$ cat src/rtl/fm_streamer_pkg.sv
// fm_streamer_pkg: shared FSM state type, pixel data width and padded-size helper
package fm_streamer_pkg;

    typedef enum logic [1:0] {S_IDLE, S_STREAM, S_DRAIN, S_DONE} state_t;

    localparam int DATA_W = 30;

    function automatic int padded_size(input int fm, input int pad);
        return fm + 2 * pad;
    endfunction

endpackage

$ cat src/rtl/fm_streamer.sv
// fm_streamer: streams one (optionally zero-padded) feature map from external memory into a PE
//   i_clk, i_rst_n      clock, asynchronous active-low reset
//   i_start             frame request, honoured only in IDLE
//   o_rd_en, o_rd_addr  memory read strobe and raster address of the unpadded pixel
//   i_rd_data           memory data, valid one cycle after o_rd_en
//   o_DataFM, o_en      registered pixel stream and its valid
//   o_busy, o_done      frame in progress, one-cycle end-of-frame pulse
module fm_streamer
    import fm_streamer_pkg::*;
#(
    parameter int FM_SIZE = 2,
    parameter int PADDING = 0,
    parameter int ADDR_W  = (FM_SIZE * FM_SIZE > 1) ? $clog2(FM_SIZE * FM_SIZE) : 1
) (
    input  logic                     i_clk,
    input  logic                     i_rst_n,
    input  logic                     i_start,
    output logic                     o_rd_en,
    output logic [ADDR_W-1:0]        o_rd_addr,
    input  logic signed [DATA_W-1:0] i_rd_data,
    output logic signed [DATA_W-1:0] o_DataFM,
    output logic                     o_en,
    output logic                     o_busy,
    output logic                     o_done
);

    localparam int PS        = padded_size(FM_SIZE, PADDING);
    localparam int CW        = (PS > 1) ? $clog2(PS) : 1;
    localparam int LAST_ADDR = FM_SIZE * FM_SIZE - 1;

    state_t            state, state_nx;
    logic [CW-1:0]     row, col;
    logic [ADDR_W-1:0] addr;
    logic              issue, pad, last_col, last_px;
    // one-cycle delayed copy of the issue slot, aligned with i_rd_data
    logic              vld_q, pad_q;

    assign issue    = state == S_STREAM;
    assign pad      = int'(row) < PADDING || int'(row) >= PADDING + FM_SIZE ||
                      int'(col) < PADDING || int'(col) >= PADDING + FM_SIZE;
    assign last_col = col == CW'(PS - 1);
    assign last_px  = last_col && row == CW'(PS - 1);
    assign o_rd_en   = issue && !pad;
    assign o_rd_addr = addr;
    assign o_busy    = state == S_STREAM || state == S_DRAIN;
    assign o_done    = state == S_DONE;

    always_comb begin
        state_nx = state;
        case (state)
            S_IDLE:   state_nx = i_start ? S_STREAM : S_IDLE;
            S_STREAM: state_nx = last_px ? S_DRAIN : S_STREAM;
            // vld_q is high in the first drain cycle only; the second one presents the last pixel
            S_DRAIN:  state_nx = vld_q ? S_DRAIN : S_DONE;
            default:  state_nx = S_IDLE;
        endcase
    end

    always_ff @(posedge i_clk or negedge i_rst_n) begin
        if (!i_rst_n) begin
            state    <= S_IDLE;
            row      <= '0;
            col      <= '0;
            addr     <= '0;
            vld_q    <= 1'b0;
            pad_q    <= 1'b0;
            o_en     <= 1'b0;
            o_DataFM <= '0;
        end else begin
            state    <= state_nx;
            vld_q    <= issue;
            pad_q    <= pad;
            o_en     <= vld_q;
            o_DataFM <= (vld_q && !pad_q) ? i_rd_data : '0;
            if (issue) begin
                col  <= last_col ? '0 : col + 1'b1;
                row  <= last_col ? (last_px ? '0 : row + 1'b1) : row;
                // saturate at the last pixel so the address never wraps within a frame
                addr <= (o_rd_en && addr != ADDR_W'(LAST_ADDR)) ? addr + 1'b1 : addr;
            end else begin
                row  <= '0;
                col  <= '0;
                addr <= '0;
            end
        end
    end

endmodule

$ cat config.mk
export PLATFORM = sky130hd
export DESIGN_NAME = fm_streamer
export DESIGN_NICKNAME = d
export VERILOG_FILES = /design/src/rtl/fm_streamer_pkg.sv /design/src/rtl/fm_streamer.sv
export SDC_FILE = /design/constraint.sdc
export NUM_CORES = 1
export LEC_CHECK = 0
export BUFFER_PORTS_ARGS = -buffer_cell sky130_fd_sc_hd__buf_2
export CAP_MARGIN = 20
export CELL_PAD_IN_SITES_DETAIL_PLACEMENT = 1
export CELL_PAD_IN_SITES_GLOBAL_PLACEMENT = 1
export CORE_UTILIZATION = 36
export CTS_CLUSTER_DIAMETER = 60
export CTS_CLUSTER_SIZE = 16
export DETAILED_ROUTE_END_ITERATION = 12
export MAX_ROUTING_LAYER = met4
export PLACE_DENSITY_LB_ADDON = 0.1
export SYNTH_ARGS = -nofsm -noshare
export SYNTH_HDL_FRONTEND = slang
export SYNTH_SLANG_ARGS = --single-unit
$ cat constraint.sdc
create_clock -name i_clk -period 2.64 [get_ports i_clk]
set_input_delay 0.792 -clock i_clk [delete_from_list [all_inputs] [get_ports i_clk]]
set_output_delay 0.792 -clock i_clk [all_outputs]
set_load 0.005 [all_outputs]
Word level (Yosys, flattened, before mapping)
Cells that the tools add are included.
Storage, ports and cells
  output and inout bits: 36
  word-level logic and storage cells: 32
  input port bits: 33
  flip-flop bits (word level): 38
Cells by class
  eq/ne operators: 6
  muxes and demuxes: 12
  add/sub/neg operators: 3
  reduce and logical (&&, ||, !) cells: 4
Operator list (count)
  2-to-1 mux 30 bit: 1
  2-to-1 mux 1 bit: 7
  2-to-1 mux 2 bit: 3
  case mux 2 bit (3 select lines): 1
  == test 2 bit (second input constant): 2
  inequality test 2 x 1 -> 1 bit (second input constant): 2
  adder 1 bit (second input constant): 2
  adder 2 x 1 -> 2 bit (second input constant): 1
  == test 2 x 1 -> 1 bit (second input constant): 1
  logical AND 1 bit: 2
  logical NOT 2 bit: 1
  inequality test 2 bit (second input constant): 1
  logical OR 1 bit: 1

Longest topological paths before layout
  word-level depth: 4
  depth in mapped cells: 4
  depth with buffers taken out: 4

Least setup slack after synthesis
OpenSTA, ideal clock, no wires.
  kind: reg-to-output
  start point: register state[0]
  end point: output port o_busy
  buffers on the path: 0
  required time: 1.848 ns
  arrival time: 0.740 ns
  cell stages (with the launch flop): 3
  slack: 1.108 ns
  path through: dfrtp_1 inv_1 ha_1
On the way
  cells in the longest elaborated chain, start to end: 2
  elaborated cells between the ends (all ways): 3
Ends and longest elaborated chain
  start: declaration: line fm_streamer.sv:31  | state_t state, state_nx;
  start signal: assignment: line fm_streamer.sv:70  | state <= state_nx;
  == test 2 x 1 -> 1 bit / == test 2 bit (equally long branches): line fm_streamer.sv:45  | assign o_busy = state == S_STREAM || state == S_DRAIN;
  logical OR 1 bit (*): line fm_streamer.sv:45
  end: declaration: line fm_streamer.sv:23  | output logic o_busy,
Every way passes the cells marked *; elsewhere a longest branch is shown, timed or not.

Final worst setup path
  start point: register state[1]
  end point: output port o_rd_en
On the way
  cells in the longest elaborated chain, start to end: 1
Ends and longest elaborated chain
  == test 2 x 1 -> 1 bit: line fm_streamer.sv:38  | assign issue = state == S_STREAM;
  end: declaration: line fm_streamer.sv:18  | output logic o_rd_en,
Every way passes these cells.

==> results.json <==
{
  "wl_per_cell_um": 12.8,
  "drv_cap": 0,
  "die_h_um": 62.8,
  "grt_setup_unrepaired": "no",
  "status": "finished clean",
  "start_util_pct": 38.6,
  "grt-ovfl-total": 0,
  "slew_headroom_pct": 46.8,
  "end_kind": "output port",
  "finClkSkew_ps": 1.83,
  "ir_worst_vdd_uv": 570,
  "die_w_um": 62.8,
  "cts_buffers": 5,
  "io_pins": 69,
  "finalNetCount": 203,
  "min_period_ps": 2070,
  "gp_congestion": 0.671,
  "post_cts_resized": 0,
  "postPlaceCellArea_um2": 1710,
  "diodes": 0,
  "mostFrequentLayoutCell": "buf_2",
  "antenna_found_initial": 0,
  "yosys_warnings": 0,
  "fin_setup_tns_ps": 0,
  "start_kind": "flop",
  "hold_class": "flop to flop",
  "hold_buffers": 0,
  "final_cell_mix": "buf_2, dfrtp_1, and2_1, ha_1, clkbuf_8",
  "ys_types": 15,
  "area_growth_pct": 37.3,
  "syn-num-nets": 131,
  "grt_pass1_vias": 972,
  "seq_area_frac_synth_pct": 71.6,
  "h-tree-depth": 2,
  "clock-sinks": 38,
  "critPathKind": "flop to output port",
  "multi_input_area_um2": 355,
  "coreArea_um2": 3440,
  "worst_pin_slew_ps": 798,
  "max_freq_mhz": 484,
  "rows": 21,
  "wl_mm": 2.69,
  "vias": 889,
  "ff_latch_area_um2": 951,
  "finalPower_mw": 1.85,
  "path_max_fanout": 8,
  "hpwl_mm": 2.00,
  "crit_arrival_ps": 1270,
  "die_area_um2": 3940,
  "viasPerCell": 4.23,
  "grt_usage_pct": 16.3,
  "syn_area_um2": 1330,
  "setup_violations": 0,
  "grt_max_degree": 39,
  "slew_violations": 0,
  "postRouteAntennaNets": 0,
  "dr.pass1.iters": 3,
  "grt_pass1_wl_mm": 4.60,
  "required_ps": 1850,
  "drc": 0,
  "clkTransAtPathRegs_ps": 70,
  "clockBufferDepth": 2,
  "syn_inst": 92,
  "synth_area_per_cell_um2": 14.4,
  "fin_util_pct": 53.0,
  "cts_tree": "built",
  "cts_root_buf": "clkbuf_8",
  "power_per_cell_area_nw_per_um2": 1020,
  "fillCellCount": 392,
  "p_leak_nw": 1.00,
  "port_buffers": 68,
  "clock_latency_ps": 280,
  "post_cts_buffers": 0,
  "first_iter_violations": 15,
  "synth-seq-cells": 38,
  "drive_above_1_share_pct": 45.7,
  "postLayoutCellArea_um2": 1820,
  "fin_crit_sh_pct": 78.2,
  "hold_violations": 0
}
## path summary, 6_finish.rpt
| check | endpoint | from | cells after the start | slack, ps |
|---|---|---|---|---|
| max | o_rd_en | state[1] | 3 | 570 |
| min | col | col | 1 | 530 |
| max reg2reg | state[0] | state[1] | 4 | 1360 |
| min reg2reg | col | col | 1 | 530 |
| max in group asynchronous | vld_q | i_rst_n | 1 | 1550 |
| min in group asynchronous | o_DataFM[9] | i_rst_n | 1 | 600 |
## Yosys cell counts (all sizes together)
cell type  number  area [um^2]
nand2b          1         6.26
ha              6         75.1
xnor2           1         8.76
xor2            1         8.76
dfrtp          38          951
inv             2         7.51
nand2           1         3.75
nand4b          1         8.76
buf             3         15.0
nor2b           2         12.5
and2           32          200
a21bo           1         10.0
a31oi           1         6.26
mux2i           1         10.0
o21ai           1         5.00
## final cells by class
| cell class | count | share of cell area, % |
|---|---|---|
| clock buffer | 6 | 4.53 |
| clock inverter | 1 | 1.65 |
| inverter | 2 | 0.412 |
| multi-input combinational | 49 | 19.5 |
| sequential | 38 | 52.1 |
| tap | 46 | 3.16 |
| timing repair buffer | 68 | 18.7 |
## where the power goes
group	internal [mW]	switching (mW)	total [mW]
combinational	0.273	0.205	0.478
clock	0.302	0.178	0.479
sequential	0.765	0.130	0.895
## state kept, by name (all words and copies together) (netlist names)
name	cells
col	1
o_DataFM	30
o_en	1
o_rd_addr	2
row	1
state	2
vld_q	1
## critical path, cell delays in order, from the launching register on
cell and delay, ps:
dfrtp_1 430, inv_1 120, ha_1 290, buf_2 170
## through the flow
stage / hold WS (ps) / setup WS, ps / instances
2_1_floorplan: 391 / 1110 / 92
3_3_place_gp: 490 / 966 / 203
3_5_place_dp: 515 / 866 / 203
4_1_cts: 526 / 554 / 210
5_1_grt: 553 / 481 / 210
6_report: 528 / 574 / 210
## cell families (layout without fill, tap and decap cells)
| family | count (synthesis) | after routing | synth area share (%) |
|---|---|---|---|
| and+or+nand+nor | 37 | 37 | 17.4 |
| muxes | 1 | 1 | 0.753 |
| xor gates and xnor gates | 2 | 2 | 1.32 |
| adders and majority gates | 6 | 6 | 5.65 |
| AOI/OAI and AO/OA | 3 | 3 | 1.60 |
| DFF | 38 | 38 | 71.6 |
| buffers and inverters | 5 | 77 | 1.69 |
## metal layers
layer / wire, um / global-route usage, % / up-vias
li1: - / - / 425
met1: 1040 / 17.7 / 414
met2: 1430 / 27.0 / 45
met3: 197 / 5.66 / 5
met4: 31 / 6.98 / 0
met5: 0 / - / -
Power figures use the tool's default switching activity.
